$ cat src/rtl/dac_multitone_mixer.sv
// rtl/dac_multitone_mixer.sv - multitone NCO sum, saturate and offset-binary DAC drive
//
// Purpose: holds a shadow/active phase-increment bank for NUM_CH NCOs and
// mixes their signed samples into one saturated offset-binary DAC code.
// Ports:
//   clk, reset           sample clock, async active-high reset
//   cfg_wr/addr/wdata    shadow writes (addr < NUM_CH), commit (addr 15)
//   phi_inc_o            active increments, channel k at [k*PHASE_W +: PHASE_W]
//   smp_i, smp_valid_i   signed samples, channel k at [k*SAMPLE_W +: SAMPLE_W]
//   ch_en                per-channel enable into the sum
//   dac_o, dac_valid_o   offset-binary code and its update strobe
//   clip_o, clip_cnt_o   sticky clip flag and saturating clip count
//   clip_clr             clears clip_o and clip_cnt_o
module dac_multitone_mixer #(
  parameter int NUM_CH   = 4,
  parameter int SAMPLE_W = 14,
  parameter int PHASE_W  = 32,
  parameter int DAC_W    = 14
) (
  input  logic                         clk,
  input  logic                         reset,
  input  logic                         cfg_wr,
  input  logic [3:0]                   cfg_addr,
  input  logic [PHASE_W-1:0]           cfg_wdata,
  input  logic [NUM_CH-1:0]            ch_en,
  output logic [NUM_CH*PHASE_W-1:0]    phi_inc_o,
  input  logic [NUM_CH*SAMPLE_W-1:0]   smp_i,
  input  logic                         smp_valid_i,
  output logic [DAC_W-1:0]             dac_o,
  output logic                         dac_valid_o,
  output logic                         clip_o,
  input  logic                         clip_clr,
  output logic [15:0]                  clip_cnt_o
);

  // Sum width large enough that NUM_CH full-scale samples never overflow.
  localparam int SUM_W = SAMPLE_W + $clog2(NUM_CH) + 1;
  // Comparison width covering both the sum and the DAC range.
  localparam int EXT_W = (SUM_W > DAC_W) ? SUM_W : DAC_W;

  localparam logic signed [EXT_W-1:0] MAX_V =
    {{(EXT_W-DAC_W+1){1'b0}}, {(DAC_W-1){1'b1}}};
  localparam logic signed [EXT_W-1:0] MIN_V =
    {{(EXT_W-DAC_W+1){1'b1}}, {(DAC_W-1){1'b0}}};
  localparam logic [DAC_W-1:0] MIDSCALE = {1'b1, {(DAC_W-1){1'b0}}};

  // Increment bank
  logic [NUM_CH-1:0][PHASE_W-1:0] shadow_q;
  logic [NUM_CH-1:0][PHASE_W-1:0] active_q;

  always_ff @(posedge clk or posedge reset) begin
    if (reset) begin
      shadow_q <= '0;
      active_q <= '0;
    end else if (cfg_wr) begin
      if (cfg_addr == 4'hF) begin
        active_q <= shadow_q;
      end else begin
        for (int k = 0; k < NUM_CH; k++) begin
          if (cfg_addr == 4'(k)) shadow_q[k] <= cfg_wdata;
        end
      end
    end
  end

  assign phi_inc_o = active_q;

  // S1: masked sample capture
  logic [NUM_CH-1:0][SAMPLE_W-1:0] s1_smp_q;
  logic                            s1_vld_q;

  always_ff @(posedge clk or posedge reset) begin
    if (reset) begin
      s1_smp_q <= '0;
      s1_vld_q <= 1'b0;
    end else begin
      s1_vld_q <= smp_valid_i;
      if (smp_valid_i) begin
        for (int k = 0; k < NUM_CH; k++) begin
          s1_smp_q[k] <= ch_en[k] ? smp_i[k*SAMPLE_W +: SAMPLE_W] : '0;
        end
      end
    end
  end

  // S2: full-precision signed sum
  logic signed [SUM_W-1:0] sum_d;
  logic signed [SUM_W-1:0] sum_q;
  logic                    s2_vld_q;

  always_comb begin
    sum_d = '0;
    for (int k = 0; k < NUM_CH; k++) begin
      sum_d = sum_d + SUM_W'($signed(s1_smp_q[k]));
    end
  end

  always_ff @(posedge clk or posedge reset) begin
    if (reset) begin
      sum_q    <= '0;
      s2_vld_q <= 1'b0;
    end else begin
      s2_vld_q <= s1_vld_q;
      if (s1_vld_q) sum_q <= sum_d;
    end
  end

  // S3: saturate, convert to offset binary, count clips
  logic signed [EXT_W-1:0] sum_ext;
  logic                    over_hi;
  logic                    over_lo;
  logic                    clip_evt;
  logic [DAC_W-1:0]        sat_d;
  logic [DAC_W-1:0]        dac_d;
  logic [15:0]             clip_cnt_d;
  logic [DAC_W-1:0]        dac_q;
  logic                    dac_valid_q;
  logic                    clip_q;
  logic [15:0]             clip_cnt_q;

  always_comb begin
    sum_ext  = EXT_W'(sum_q);
    over_hi  = sum_ext > MAX_V;
    over_lo  = sum_ext < MIN_V;
    clip_evt = s2_vld_q && (over_hi || over_lo);
    if (over_hi)      sat_d = {1'b0, {(DAC_W-1){1'b1}}};
    else if (over_lo) sat_d = {1'b1, {(DAC_W-1){1'b0}}};
    else              sat_d = sum_ext[DAC_W-1:0];
    // Flipping the sign bit maps two's complement onto offset binary.
    dac_d = {~sat_d[DAC_W-1], sat_d[DAC_W-2:0]};
    // A clip coinciding with a clear restarts the count at one.
    if (clip_clr)                  clip_cnt_d = 16'd1;
    else if (clip_cnt_q == 16'hFFFF) clip_cnt_d = clip_cnt_q;
    else                           clip_cnt_d = clip_cnt_q + 16'd1;
  end

  always_ff @(posedge clk or posedge reset) begin
    if (reset) begin
      dac_q       <= MIDSCALE;
      dac_valid_q <= 1'b0;
      clip_q      <= 1'b0;
      clip_cnt_q  <= '0;
    end else begin
      dac_valid_q <= s2_vld_q;
      if (s2_vld_q) dac_q <= dac_d;
      if (clip_evt) begin
        clip_q     <= 1'b1;
        clip_cnt_q <= clip_cnt_d;
      end else if (clip_clr) begin
        clip_q     <= 1'b0;
        clip_cnt_q <= '0;
      end
    end
  end

  assign dac_o       = dac_q;
  assign dac_valid_o = dac_valid_q;
  assign clip_o      = clip_q;
  assign clip_cnt_o  = clip_cnt_q;

endmodule

$ cat config.mk
export PLATFORM = sky130hd
export DESIGN_NAME = dac_multitone_mixer
export DESIGN_NICKNAME = d
export VERILOG_FILES = /design/src/rtl/dac_multitone_mixer.sv
export SDC_FILE = /design/constraint.sdc
export NUM_CORES = 1
export LEC_CHECK = 0
export CAP_MARGIN = 25
export CORE_ASPECT_RATIO = 0.7
export CORE_MARGIN = 2
export CORE_UTILIZATION = 50
export DETAILED_ROUTE_END_ITERATION = 7
export PLACE_DENSITY = 0.8
export SYNTH_ARGS = -nofsm -noshare
export SYNTH_HDL_FRONTEND = slang
export SYNTH_SLANG_ARGS = --single-unit
$ cat constraint.sdc
create_clock -name clk -period 15.8 [get_ports clk]
set_input_delay 2.37 -clock clk [delete_from_list [all_inputs] [get_ports clk]]
set_output_delay 2.37 -clock clk [all_outputs]
set_load 0.01 [all_outputs]
## Yosys cells after proc, flatten, opt, wreduce, memory -nomap -nowiden

Index checks and enable logic that the tools add are counted.
W data, S select, Z words.

| word-level totals | value |
|---|---|
| bits in registers | 363 |
| input port bits | 101 |
| logic and storage cells | 55 |
| output and inout bits | 160 |

| operators by class | value |
|---|---|
| $add $sub $neg | 4 |
| reduce and logical (&&, ||, !) cells | 10 |
| muxes and demuxes | 12 |
| bitwise operators | 2 |
| eq/ne operators | 6 |
| magnitude comparators | 2 |

Operator list:

| operator | number |
|---|---|
| $mux W14 | 6 |
| $mux W16 | 4 |
| $add A16 B14 Y17 | 1 |
| $gt A17 B14 Y1 const B | 1 |
| $lt A17 B14 Y1 const B | 1 |
| $add A15 B14 Y16 | 1 |
| $add A16 B1 Y16 const B | 1 |
| $eq A16 B16 Y1 const B | 1 |
| $add A14 B14 Y15 | 1 |
| $reduce_and A3 Y1 | 4 |
| $eq A4 B2 Y1 const B | 2 |
| $eq A4 B1 Y1 const B | 1 |
| $eq A4 B4 Y1 const B | 1 |
| $logic_not A4 Y1 | 1 |
| $reduce_and A2 Y1 | 2 |
| $mux W1 | 2 |
| $ne A2 B2 Y1 const B | 1 |
| $not A1 Y1 | 2 |
| $reduce_bool A2 Y1 | 1 |
| $logic_and A1 B1 Y1 | 1 |
| $logic_or A1 B1 Y1 | 1 |

## Depth between registers and ports, before layout

Gate-level depths: netlist (run 1).

| depth | value |
|---|---|
| depth in word-level cells | 5 |
| depth in mapped cells | 11 |

## Worst setup path after synthesis (run 1)

Ideal clock, no wire load.

| timing | value |
|---|---|
| path kind | in2reg |
| start | in cfg_addr[3] |
| end | reg shadow_q[100] in the netlist's numbering |
| slack | 12.163 ns |
| path buffers | 1 |
| cell stages on the path | 5 |
| data required time | 15.675 ns |
| arrival time | 3.512 ns |
| path through | nor2_1 -> nand2_1 -> nor2_1 -> clkbuf_1 -> mux2_2 |

| between the ends | value |
|---|---|
| cells in the longest elaborated chain, start to end | 3 |
| elaborated cells between the ends (all ways) | 4 |

Ends and longest elaborated chain:

| item | line | source |
|---|---|---|
| start: declaration | 23 | `input logic [3:0] cfg_addr,` |
| $eq A4 B4 Y1 | 56 | `if (cfg_addr == 4'hF) begin` |
| $not A1 Y1 (no source line) | n/a |  |
| $reduce_and A3 Y1 (no source line) * | n/a |  |
| end signal: indexed assignment | 60 | `if (cfg_addr == 4'(k)) shadow_q[k] <= cfg_wdata;` |
| end: declaration | 48 | `logic [NUM_CH-1:0][PHASE_W-1:0] shadow_q;` |

Mark *: on every way between the ends. The rest lies on a longest branch, timed or not.
A chain may end at the register's enable or synchronous reset.

## Worst setup path in the final report (run 1)

| timing | value |
|---|---|
| start | in cfg_addr[1] |
| end | reg active_q (netlist bit phi_inc_o[48]) |

| between the ends | value |
|---|---|
| cells in the longest elaborated chain, start to end | 2 |

Ends and longest elaborated chain:

| item | line | source |
|---|---|---|
| $eq A4 B4 Y1 | 56 |  |
| $reduce_and A2 Y1 (no source line) | n/a |  |
| end signal: assignment | 57 | `active_q <= shadow_q;` |
| end: declaration | 49 | `logic [NUM_CH-1:0][PHASE_W-1:0] active_q;` |

No other way between the ends.

==> key figures, run 1 <==
Status
  • Status: finished, final reports clean

Synth
  • Synth cell count leaders: dfrtp_1 (362), mux2_2 (264), inv_1 (88), nand2_1 (74), o21ai_0 (61)
  • EDFF count, synth: 0
  • Synth cell types: 54
  • Mapped Nets: 1290
  • Synthesis Warnings: 0
  • Synth area leaders: dfrtp_1 (60%), mux2_2 (20%), fa_1 (3.8%), inv_1 (2.2%), o21ai_0 (2.0%)
  • Post-synth top area cell: dfrtp_1
  • Async set or reset register ratio after synthesis: 1.00
  • Synth top area share: 0.597
  • Mapped Cells: 1143
  • Flops & latches, synth: 363
  • Post-Syn Area: 0.0152 sq mm
  • Top-count cell post-synth: dfrtp_1
  • Synth Flop Type: dfrtp_1
  • Syn avg cell area: 13.3 sq um
  • Sequential cell area fraction in the yosys report: 0.598

Cells and area
  • Fill cell count: 2235
  • Reg area: 0.00908 sq mm
  • Layout area overhead: 28.1%
  • Finished Cell Area: 0.0194 sq mm
  • Ant diodes: 0
  • Layout Nets: 1553
  • Multi-input gate area: 0.00559 sq mm
  • Ratio of cells with drive above 1 in the final layout: 0.244

Placed design
  • Count of input and output buffers: 260
  • GPL Wtd Cong: 0.820
  • Dpl ws: 10.42 ns
  • Dpl cell area: 0.0182 sq mm
  • Hpwl dp: 22800 um

Worst setup path
  • Worst endpoint data arrival time: 5.19 ns
  • CP peak stage delay: 0.80 ns
  • CP endpoint kind: flop
  • WP buf/inv: 3
  • Critical Path RT: 16.19 ns
  • CP most frequent cell: buf_4
  • Critical path launch point type: input port
  • Slowest cell on the critical path: buf_4
  • Crit path cell chain: clkdlybuf4s50_1, nand2_1, nor2_4, buf_4, buf_4, mux2_2
  • CP Class: input port to flop
  • Crit-path leading delay family: buffers and inverters
  • Worst-path maximum fanout: 65

STA
  • Total negative setup slack: 0 ns
  • Tmin final: 4.79 ns
  • Worst slew margin: 0.302
  • Worst slew pin tran: 1.04 ns
  • Part of the cycle the worst path needs: 0.303
  • Hold slack: 0.470 ns
  • Final setup vio count: 0
  • Final hold vios: 0
  • RSZ-0062 raised after global routing: no
  • Final worst slack: 11.01 ns
  • Max Fclk: 0.209 GHz
  • Clock skew: 0.0119 ns
  • Final Slew Violations: 0

Route
  • Antenna viol nets, final: 0
  • DR DRC count: 0
  • DRT iter0 DRCs: 595
  • Total Wirelength: 33700 um
  • DR pass1 iterations: 4
  • Drt via density: 5.20
  • Via count: 9596
  • Wire per inst: 18.3 um

Global routing
  • First-pass GRT wire length: 53600 um
  • GR Overflow Total: 0
  • Met3 Resource Use GR: 0.0329
  • Total track usage: 0.216
  • Initial antenna violation count: 0
  • Routing usage on met1: 0.321
  • Vias in the first global route: 9935
  • Largest net degree at the start of global routing: 156
  • Top Usage Layer GRT: met2
  • Met2 Use GR: 0.330

Power and ir drop
  • Maximum vdd drop: 0.0000909 V
  • PwrDens: 149 mW/mm^2
  • LEAKAGE: 8.65 nW
  • Total Power: 2.89 mW

Floorplanning
  • Core area: 0.0300 sq mm
  • DIE AREA: 0.0318 sq mm
  • IO Pins: 261
  • Num rows: 53
  • Height of the chip: 150 um
  • Chip Width: 212 um
  • Starting Density: 0.507

Clock network
  • Clk root buf: clkbuf_16
  • # resized after CTS: 0
  • CTS tree: yes
  • Post-CTS setup buffers: 0
  • Num CTS Buffers: 36
  • H-tree levels: 2
  • CTS max path bufs: 3
  • Clk_lat worst skew: 0.52 ns
  • Worst-path clk slew: 0.06 ns
  • Hold bufs inserted after CTS: 0
  • TritonCTS Sinks: 363

Min path
  • Path category of the worst min-delay check: flop to flop

Job
  • Maxcap violations: 0
==> registers in the layout, summed over array words and instances (netlist names) <==
name / cells
clip_cnt_o: 16
clip_o: 1
dac_o: 14
dac_valid_o: 1
phi_inc_o: 128
s1_smp_q: 56
s1_vld_q: 1
s2_vld_q: 1
shadow_q: 128
sum_ext: 17
==> final timing paths <==
kind / end / startpoint / depth (start not counted) / slack (ns)
max: phi_inc_o[48] / cfg_addr[1] / 6 / 11.01
min: dac_o[13] / dac_o[13] / 2 / 0.47
max reg2reg: sum_ext[15] / s1_smp_q[15] / 11 / 12.33
min reg2reg: dac_o[13] / dac_o[13] / 2 / 0.47
max in group asynchronous: phi_inc_o[107] / reset / 4 / 11.55
min in group asynchronous: phi_inc_o[61] / reset / 2 / 2.26
==> power breakdown <==
| group | internal (mW) | switching, mW | leakage (nW) |
|---|---|---|---|
| Combinational | 0.426 | 0.328 | 3.50 |
| Clock | 0.498 | 0.355 | 0.577 |
| Sequential | 1.15 | 0.132 | 4.57 |
| Total | 2.07 | 0.815 | 8.65 |
==> tightest hold or removal path, stage by stage (launching register included) <==
cell and delay (ns):
dfstp_2 0.37, inv_1 0.05, mux2i_1 0.05
==> layout make-up <==
cell class                      count  area share
Sequential cell                   363       0.467
Multi-Input combinational cell    645       0.287
Timing Repair Buffer              272       0.141
Clock buffer                       52      0.0541
Tap cell                          412      0.0265
Inverter                           88      0.0174
Clock inverter                     13     0.00669
==> placed cells by master (no fill, tap or decap), types with 4 or more instances in the layout <==
master,n
a21oi_1,28
nor4_1,5
inv_1,87
ha_1,17
clkbuf_16,37
nor3_1,9
nand3_1,13
clkbuf_8,7
clkinv_2,6
nor2_1,51
buf_4,10
clkdlybuf4s50_1,260
xnor2_1,14
fa_1,29
and2_0,4
mux2_2,264
nand4_1,10
o21ai_0,61
clkbuf_1,8
dfrtp_1,362
nand2_1,73
a21o_1,9
==> kinds of logic (layout without fill, tap and decap cells) <==
family,Yosys count,after routing,share of synthesized area
AO/OA/AOI/OAI,119,119,0.0458
XOR/XNOR,17,17,0.00981
AND/OR/NAND/NOR,195,195,0.0602
flip-flops,363,363,0.598
multiplexers,268,268,0.199
adder cells (fa/ha/maj),46,46,0.0522
buffers and inverters,135,425,0.0350
==> stage by stage <==
stage	cells	util
floorplan	1143	-
global placement	1778	0.607
detailed placement	1778	0.607
CTS	1843	0.647
global route	1845	0.649
finish	1845	0.649
==> layer usage <==
layer / part of all wire / wire length [um] / vias to the layer above
met5: 0 / 0 / -
met4: 0.024 / 823 / 0
met3: 0.047 / 1570 / 54
met2: 0.45 / 15300 / 254
met1: 0.47 / 16000 / 4867
li1: - / - / 4421
Power figures use the tool's default switching activity.
==> run 2: changes to the inputs <==
Settings changed: CORE_UTILIZATION 50 to 48.
Clock period 15.8 ns to 4 ns, I/O delays scaled along.
==> run 2 against run 1 <==
Register-to-register slack lost 12 ns. Wire length grew 4.5%. Final cell count grew 0.60%. Total power grew to 4.0 times the previous value. Largest power group unchanged. Hold slack lost 0.0028 ns. Sequential power grew to 3.9 times the previous value. Clock skew shrank 0.0015 ns. Count of clock-buffer cells in the layout grew 1. Critical endpoint is now sum_ext[11].
==> key figures, run 2 (same netlist as run 1, synthesis figures left out) <==
Status
  • Status: finished, final reports clean

Worst setup path
  • Reg2Reg Depth: 11
  • Critical path depth in cells: 11
  • Critical path launch point type: flop
  • Worst endpoint data arrival time: 3.82 ns
  • Crit-path leading delay family: adder cells
  • WP buf/inv: 2
  • R2R Setup Slk: 0.59 ns
  • Worst-path maximum fanout: 4
  • Slowest cell on the critical path: fa_1
  • CP endpoint kind: flop
  • Critical path destination: sum_ext[11]
  • R2r endpoint: sum_ext[11]
  • CP Launch Point: s1_smp_q[15]
  • FF-to-FF Start: s1_smp_q[15]
  • Critical Path RT: 4.41 ns
  • Crit path cell chain: inv_1, fa_1, fa_1, inv_1, ha_1, fa_1, a21o_1, a221oi_2, a21oi_1, o21a_1, o31ai_1
  • CP most frequent cell: fa_1
  • CP peak stage delay: 0.53 ns
  • CP Class: flop to flop

Clock network
  • # resized after CTS: 0
  • CTS tree: yes
  • Worst-path clk slew: 0.06 ns
  • TritonCTS Sinks: 363
  • Hold bufs inserted after CTS: 0
  • H-tree levels: 2
  • Clk root buf: clkbuf_16
  • Clk_lat worst skew: 0.52 ns
  • Post-CTS setup buffers: 0
  • Num CTS Buffers: 36
  • CTS max path bufs: 3

Route
  • Wire per inst: 19.0 um
  • Drt via density: 5.24
  • Via count: 9729
  • DR pass1 iterations: 4
  • Total Wirelength: 35200 um
  • DR DRC count: 0
  • Antenna viol nets, final: 0
  • DRT iter0 DRCs: 562

Power and ir drop
  • Clock power share: 0.305
  • PwrDens: 593 mW/mm^2
  • Sw Share: 0.278
  • Maximum vdd drop: 0.000409 V
  • P_sw: 3.23 mW
  • LEAKAGE: 8.71 nW
  • Int Power: 8.39 mW
  • Seq pwr share: 0.434
  • Comb power frac: 0.260

Global routing
  • Initial antenna violation count: 0
  • First-pass GRT wire length: 56100 um
  • Largest net degree at the start of global routing: 110
  • Vias in the first global route: 9892
  • Total track usage: 0.216
  • GR Overflow Total: 0

STA
  • Worst slew margin: 0.297
  • RSZ-0062 raised after global routing: no
  • Hold slack: 0.467 ns
  • Max Fclk: 0.294 GHz
  • Tmin final: 3.41 ns
  • Part of the cycle the worst path needs: 0.852
  • Final Slew Violations: 0
  • Worst slew pin tran: 1.05 ns
  • Clock skew: 0.0104 ns
  • Final setup vio count: 0
  • Final hold vios: 0

Floorplanning
  • Starting Density: 0.487
  • DIE AREA: 0.0331 sq mm
  • Chip Width: 217 um
  • IO Pins: 261
  • Num rows: 54
  • Height of the chip: 153 um
  • Core area: 0.0311 sq mm

Placed design
  • Count of input and output buffers: 260
  • Dpl cell area: 0.0183 sq mm
  • Hpwl dp: 24300 um
  • Cells after DPL: 1792
  • GPL Wtd Cong: 0.888

Cells and area
  • Ratio of cells with drive above 1 in the final layout: 0.244
  • Multi-input gate area: 0.00559 sq mm
  • Final Non-Filler Cells: 1856
  • Layout Nets: 1557
  • Ant diodes: 0
  • Fill cell count: 2353
  • Reg area: 0.00908 sq mm
  • Commonest non-fill, non-tap cell in the layout: dfrtp_1
  • Commonest cells after routing, fill and taps aside: dfrtp_1 (362), mux2_2 (264), clkdlybuf4s50_1 (260), inv_1 (87), nand2_1 (74)
  • Layout area overhead: 28.9%
  • Finished Cell Area: 0.0196 sq mm

Min path
  • Worst Min Path Start: dac_o[13]
  • Path category of the worst min-delay check: flop to flop

Job
  • Maxcap violations: 0
==> run 2: cell types whose count changed in the layout (fill, tap and decap cells not counted), sizes merged <==
cell	delta
bufinv	+3
inv	-1
clkbuf	+1
clkinvlp	-2
buf	+4
clkinv	-2
==> run 2: final cells by class <==
class / instances / area share
well taps: 420 / 0.0268
repair buffers: 276 / 0.143
multi-input cells: 645 / 0.285
inverters: 88 / 0.0171
clock buffers: 53 / 0.0539
flip-flops and latches: 363 / 0.464
clock inverters: 11 / 0.00978
==> run 2: per-layer routing <==
layer  part of all wire  wire length [um]  GRT usage  up-vias
met4              0.026               921     0.0636        0
li1                   -                 -          -     4442
met2               0.46             16200      0.332      225
met5                  0                 0          0        -
met3              0.049              1720     0.0415       54
met1               0.47             16400      0.314     5008
==> run 2: how the worst min path moves through the flow <==
stage,endpoint,depth (start not counted)
floorplan,dac_valid_o,0
global placement,dac_o[13],2
detailed placement,dac_o[13],2
CTS,dac_o[13],2
global route,dac_o[13],2
finish,dac_o[13],2
==> run 2: power groups by stage <==
stage / sequential, mW / clock (mW) / combinational (mW)
5_1_grt: 5.16 / 3.78 / 3.27
4_1_cts: 5.05 / 3.63 / 3.05
6_report: 5.04 / 3.55 / 3.03
3_3_place_gp: 5.05 / 0 / 2.93
3_5_place_dp: 5.10 / 0 / 3.02
2_1_floorplan: 5.17 / 0 / 1.40
==> run 2: metrics by stage <==
step	setup slack, ns	utilization	setup TNS, ns	total power [mW]
CTS	0.564	0.629	0	11.7
finish	0.594	0.629	0	11.6
global placement	0.741	0.588	0	7.98
floorplan	-1.47	-	-531.35	6.58
detailed placement	0.584	0.588	0	8.12
global route	0.400	0.629	0	12.2
==> run 2: worst min-delay path, cell delays in order, from the launching register on <==
cell and delay (ns):
dfstp_2 0.37, inv_1 0.04, mux2i_1 0.05
==> run 3: changes to the inputs <==
Settings changed: ABC_AREA from default to 0, SETUP_SLACK_MARGIN from default to 0.1.
==> results of run 3 <==
No change in the layout: final DEF, timing and power equal those of run 2.
